==> config.mk <==
export PLATFORM = sky130hd
export DESIGN_NAME = inv_mix_col_seq_flat
export DESIGN_NICKNAME = d
export VERILOG_FILES = /design/src/rtl/inv_mix_col_seq_if.sv /design/src/rtl/inv_mix_col_seq.sv /design/src/flat_wrapper.sv
export SDC_FILE = /design/constraint.sdc
export NUM_CORES = 1
export LEC_CHECK = 0
export CELL_PAD_IN_SITES_DETAIL_PLACEMENT = 0
export CELL_PAD_IN_SITES_GLOBAL_PLACEMENT = 1
export CORE_MARGIN = 3
export CORE_UTILIZATION = 40
export CTS_CLUSTER_DIAMETER = 80
export DETAILED_ROUTE_END_ITERATION = 6
export DONT_BUFFER_PORTS = 1
export PLACE_DENSITY_LB_ADDON = 0.1
export SLEW_MARGIN = 20
export SYNTH_ARGS = -nofsm -noshare
export SYNTH_HDL_FRONTEND = slang
export SYNTH_SLANG_ARGS = --single-unit
==> constraint.sdc <==
create_clock -name clk -period 3.6 [get_ports clk]
set_input_delay 1.08 -clock clk [delete_from_list [all_inputs] [get_ports clk]]
set_output_delay 1.08 -clock clk [all_outputs]
set_load 0.1 [all_outputs]
==> src/rtl/inv_mix_col_seq_if.sv <==
// rtl/inv_mix_col_seq_if.sv - handshake bundle for the iterative InvMixColumns unit
interface inv_mix_col_seq_if;
  logic           in_valid;
  logic           in_ready;
  logic [0:127]   data_in;
  logic           bypass_in;
  logic           out_valid;
  logic           out_ready;
  logic [0:127]   data_out;
  logic           busy;

  modport master (
    output in_valid, data_in, bypass_in, out_ready,
    input  in_ready, out_valid, data_out, busy
  );

  modport slave (
    input  in_valid, data_in, bypass_in, out_ready,
    output in_ready, out_valid, data_out, busy
  );
endinterface

==> src/rtl/inv_mix_col_seq.sv <==
// rtl/inv_mix_col_seq.sv - AES InvMixColumns, one column per clock over a shared GF datapath
module inv_mix_col_seq (
  input  logic               clk,
  input  logic               rst_n,
  inv_mix_col_seq_if.slave   bus
);

  typedef enum logic [1:0] {
    IDLE = 2'd0,
    BUSY = 2'd1,
    DONE = 2'd2
  } state_t;

  state_t        state_q, state_d;
  logic [1:0]    col_q, col_d;
  logic [0:127]  st_q, st_d;
  logic          byp_q, byp_d;
  logic          out_valid_q, out_valid_d;
  logic [6:0]    col_base;
  logic [31:0]   col_in;
  logic [31:0]   col_out;

  function automatic logic [7:0] xtime(input logic [7:0] b);
    return {b[6:0], 1'b0} ^ (b[7] ? 8'h1b : 8'h00);
  endfunction

  // Inverse-matrix coefficients as xtime chains; sel: 0=09 1=0b 2=0d 3=0e
  function automatic logic [7:0] gf_mul(input logic [7:0] a, input logic [1:0] sel);
    logic [7:0] x2, x4, x8;
    x2 = xtime(a);
    x4 = xtime(x2);
    x8 = xtime(x4);
    case (sel)
      2'd0:    return x8 ^ a;
      2'd1:    return x8 ^ x2 ^ a;
      2'd2:    return x8 ^ x4 ^ a;
      default: return x8 ^ x4 ^ x2;
    endcase
  endfunction

  function automatic logic [31:0] inv_mix_col(input logic [31:0] c);
    logic [7:0] a0, a1, a2, a3;
    logic [7:0] r0, r1, r2, r3;
    a0 = c[31:24];
    a1 = c[23:16];
    a2 = c[15:8];
    a3 = c[7:0];
    r0 = gf_mul(a0, 2'd3) ^ gf_mul(a1, 2'd1) ^ gf_mul(a2, 2'd2) ^ gf_mul(a3, 2'd0);
    r1 = gf_mul(a0, 2'd0) ^ gf_mul(a1, 2'd3) ^ gf_mul(a2, 2'd1) ^ gf_mul(a3, 2'd2);
    r2 = gf_mul(a0, 2'd2) ^ gf_mul(a1, 2'd0) ^ gf_mul(a2, 2'd3) ^ gf_mul(a3, 2'd1);
    r3 = gf_mul(a0, 2'd1) ^ gf_mul(a1, 2'd2) ^ gf_mul(a2, 2'd0) ^ gf_mul(a3, 2'd3);
    return {r0, r1, r2, r3};
  endfunction

  assign col_base = {col_q, 5'd0};
  assign col_in   = st_q[col_base +: 32];
  assign col_out  = inv_mix_col(col_in);

  always_ff @(posedge clk or negedge rst_n) begin
    if (!rst_n) begin
      state_q     <= IDLE;
      col_q       <= 2'd0;
      st_q        <= '0;
      byp_q       <= 1'b0;
      out_valid_q <= 1'b0;
    end else begin
      state_q     <= state_d;
      col_q       <= col_d;
      st_q        <= st_d;
      byp_q       <= byp_d;
      out_valid_q <= out_valid_d;
    end
  end

  always_comb begin
    state_d     = state_q;
    col_d       = col_q;
    st_d        = st_q;
    byp_d       = byp_q;
    out_valid_d = 1'b0;
    case (state_q)
      IDLE: begin
        if (bus.in_valid) begin
          st_d    = bus.data_in;
          byp_d   = bus.bypass_in;
          col_d   = 2'd0;
          state_d = bus.bypass_in ? DONE : BUSY;
        end
      end
      BUSY: begin
        st_d[col_base +: 32] = col_out;
        col_d                = col_q + 2'd1;
        if (col_q == 2'd3) begin
          state_d     = DONE;
          out_valid_d = 1'b1;
        end
      end
      DONE: begin
        // A bypassed state spends one settle cycle in DONE before it is presented
        out_valid_d = out_valid_q | byp_q;
        if (out_valid_q && bus.out_ready) begin
          state_d     = IDLE;
          out_valid_d = 1'b0;
          byp_d       = 1'b0;
        end
      end
      default: begin
        state_d = IDLE;
      end
    endcase
  end

  assign bus.in_ready  = (state_q == IDLE);
  assign bus.busy      = (state_q == BUSY);
  assign bus.out_valid = out_valid_q;
  assign bus.data_out  = st_q;

endmodule

==> src/flat_wrapper.sv <==
// flat-port wrapper written by rule: the top's interface ports become plain ports
module inv_mix_col_seq_flat 
  (clk, rst_n, bus_in_valid, bus_data_in, bus_bypass_in, bus_out_ready, bus_in_ready, bus_out_valid, bus_data_out, bus_busy);
  inv_mix_col_seq_if bus_i ();
  input  logic clk;
  input  logic rst_n;
  input wire logic [$bits(bus_i.in_valid)-1:0] bus_in_valid;
  input wire logic [$bits(bus_i.data_in)-1:0] bus_data_in;
  input wire logic [$bits(bus_i.bypass_in)-1:0] bus_bypass_in;
  input wire logic [$bits(bus_i.out_ready)-1:0] bus_out_ready;
  output wire logic [$bits(bus_i.in_ready)-1:0] bus_in_ready;
  output wire logic [$bits(bus_i.out_valid)-1:0] bus_out_valid;
  output wire logic [$bits(bus_i.data_out)-1:0] bus_data_out;
  output wire logic [$bits(bus_i.busy)-1:0] bus_busy;
  assign bus_i.in_valid = bus_in_valid;
  assign bus_i.data_in = bus_data_in;
  assign bus_i.bypass_in = bus_bypass_in;
  assign bus_i.out_ready = bus_out_ready;
  assign bus_in_ready = bus_i.in_ready;
  assign bus_out_valid = bus_i.out_valid;
  assign bus_data_out = bus_i.data_out;
  assign bus_busy = bus_i.busy;
  inv_mix_col_seq u_core (.clk(clk), .rst_n(rst_n), .bus(bus_i));
endmodule
==> results.yml <==
setup_path:
  worstPathMaxFanout: 10
  crit_family: "XOR/XNOR gates"
  cp.arrival_ns: 3.84
  crit_type: "reg -> reg"
  reg2reg_from: "u_core.col_q[0]$_DFFE_PN0P_"
  crit_cells: 8
  cpPeakStageDelay_ns: 0.66
  end_kind: "flip-flop"
  endpoint: "u_core.bus.data_out[18]$_DFFE_PN0P_"
  worstSetupStartpoint: "u_core.col_q[0]$_DFFE_PN0P_"
  rrSetupSlack_ns: 0.11
  path_cells: "buf_6 > mux4_1 > xnor3_1 > xnor3_1 > xnor2_1 > xnor2_1 > a21oi_1 > a21oi_1"
  critPathRequiredTime_ns: 3.95
  rr_worst_depth: 8
  cp_slowest_cell: "mux4_1"
  cp_num_buf_inv: 1
  reg2reg_to: "u_core.bus.data_out[18]$_DFFE_PN0P_"
  crit_path_start_kind: "flip-flop"
floorplan:
  dieHeight_um: 161
  fp.dieW_um: 161
  die_area_mm2: 0.0258
  rows: 55
  core_area_mm2: 0.0231
  io_pins: 264
  initial_core_util_pct: 41.5
sta:
  max_freq_mhz: 287
  timing.final.crit_share_pct: 96.9
  worst_pin_slew_ns: 1.05
  clock_skew_ns: 0.0137
  finalHoldViolations: 0
  period_minus_slack_ns: 3.49
  final-max-slew-violation-count: 0
  fin_ws_ns: 0.112
  setup_viol: 0
  grt_setup_unrepaired: "false"
  relSlewSlack_pct: 30.2
synthesis:
  syn_area_per_cell_um2: 10.3
  synth-seq-area-share_pct: 35.0
  yosys_register_bits: 134
  synthDistinctLibCells: 41
  netlist_instances: 931
  yosysWarnings: 0
  synthesis.area_mm2: 0.00957
  synth_nets: 1071
cells_and_area:
  antenna_cells: 0
  layout_commonest_cell: "buf_4"
  design_area_mm2: 0.0115
  final_nets: 1185
  drive_gt1_share_pct: 22.6
  layout_common_cells: "163 x buf_4, 136 x a21oi_1, 132 x dfrtp_1"
  areaGrowthSynthToFinish_pct: 20.5
clock_tree:
  post_cts_buffers: 0
  tritoncts: "yes"
  cts_buffers: 17
  htree_levels: 4
  clkSinkCount: 134
  clock_latency_ns: 0.43
  cts_resized: 1
  clockBufferDepth: 2
  postCtsHoldBufs: 0
  clock_tree.root_cell: "clkbuf_16"
  clk_pin_slew_ns: 0.06
route:
  route.detailed.drc: 0
  avgRoutedWirePerCell_um: 24.3
  wirelength_mm: 33.3
  drtAntennaViolNets: 0
  vias: 7659
  drt-initial-drc-count: 569
  drt_pass1_iterations: 5
  via_per_inst: 5.59
grt:
  overflow: 0
  grt_usage_pct: 25.7
  grt_pass1_vias: 8096
  grt_max_degree: 135
  grt_first_pass_wirelength_mm: 50.4
  grt_antenna_before_repair: 0
worst_hold_path:
  hold_path.class: "in -> async"
placement:
  pre_cts_slack_ns: -0.0624
  placed_cell_area_mm2: 0.0109
  port_buffers: 0
  dpl.hpwl_mm: 24.9
  gp_congestion: 0.974
job:
  drv_cap: 0
outcome:
  outcome: "finished, final reports clean"
## cells in the mapped netlist
| cell type | number | area share (%) |
|---|---|---|
| a21oi_1 | 139 | 7.3 |
| dfrtp_1 | 134 | 35 |
| xnor2_1 | 113 | 10 |
| nor2_1 | 74 | 2.9 |
| nor2b_1 | 70 | 4.6 |
| inv_1 | 67 | 2.6 |
| o21a_1 | 60 | 4.7 |
| o221ai_1 | 60 | 5.5 |
| clkbuf_1 | 50 | 2.0 |
| xor2_1 | 37 | 3.4 |
| xnor3_1 | 26 | 6.1 |
| mux4_2 | 20 | 4.7 |
| mux4_1 | 12 | 3.3 |
| buf_2 | 11 | 0.58 |
| ha_1 | 7 | 0.92 |
| nand2_1 | 7 | 0.27 |
| xnor2_2 | 6 | 1.0 |
| buf_6 | 4 | 0.47 |
| buf_4 | 3 | 0.24 |
| xnor2_4 | 3 | 0.86 |
| xor3_1 | 3 | 0.75 |
| and3_1 | 2 | 0.13 |
| buf_8 | 2 | 0.31 |
| nand3_1 | 2 | 0.10 |
| o21ai_0 | 2 | 0.10 |
| xor2_2 | 2 | 0.34 |
| a211oi_1 | 1 | 0.078 |
| a21boi_0 | 1 | 0.078 |
| a22o_1 | 1 | 0.092 |
| a32o_1 | 1 | 0.10 |
| clkbuf_2 | 1 | 0.052 |
| nand2b_1 | 1 | 0.065 |
| nand3b_1 | 1 | 0.078 |
| nand4_1 | 1 | 0.065 |
| nand4b_1 | 1 | 0.092 |
| nor3_1 | 1 | 0.052 |
| o211ai_1 | 1 | 0.078 |
| o21ai_1 | 1 | 0.052 |
| or3_1 | 1 | 0.065 |
| xnor3_2 | 1 | 0.25 |
| xor3_2 | 1 | 0.26 |
## cell families (layout without fill, tap and decap cells)
kind of cell	Yosys count	in the layout	synth area share, %
compound gates	267	267	18.1
xor+xnor	192	192	23.3
simple gates	161	161	8.41
buf+inv	138	263	6.24
flops	134	134	35.0
mux	32	32	8.00
fa+ha+maj	7	7	0.915
## routing by layer
metal	up-vias	wire (um)	global-route usage, %
li1	3491	-	-
met1	3810	13800	33.7
met2	315	16100	42.0
met3	43	2630	7.07
met4	0	655	7.22
met5	-	0	0
## through the flow
stage	hold slack (ns)	instances	utilization, %	TNS [ns]
finish	0.345	1369	50.0	0
global route	0.319	1369	50.0	0
CTS	0.321	1369	49.9	0
detailed placement	0.488	1339	47.5	-0.179
global placement	0.487	1339	47.5	0
floorplan	0.463	931	-	0
## area by class of cell
cell class                      count  area (um2)
Tap cell                          313         392
Sequential cell                   134        3360
Inverter                           67         251
Timing Repair Buffer              166        1270
Fill cell                        2135       11500
Clock inverter                     11         103
Clock buffer                       19         453
Multi-Input combinational cell    659        5700
## how the worst min path moves through the flow
stage	start	endpoint	slack, ns	depth (start not counted)
detailed placement	u_core.byp_q$_DFFE_PN0P_	u_core.byp_q$_DFFE_PN0P_	0.49	2
CTS	rst_n	u_core.bus.out_valid$_DFF_PN0_	0.32	0
global route	rst_n	u_core.bus.out_valid$_DFF_PN0_	0.32	0
finish	rst_n	u_core.bus.out_valid$_DFF_PN0_	0.34	0
global placement	u_core.byp_q$_DFFE_PN0P_	u_core.byp_q$_DFFE_PN0P_	0.49	2
floorplan	u_core.byp_q$_DFFE_PN0P_	u_core.byp_q$_DFFE_PN0P_	0.46	2
## state kept, by name, summed over array words and instances, names as in the netlist
register,flops
u_core.bus.data_out,128
u_core.bus.out_valid,1
u_core.byp_q,1
u_core.col_q,2
u_core.state_q,2
Power is not shown: default switching activity piles up to over one toggle a cycle in this logic, so the estimate is an artifact.
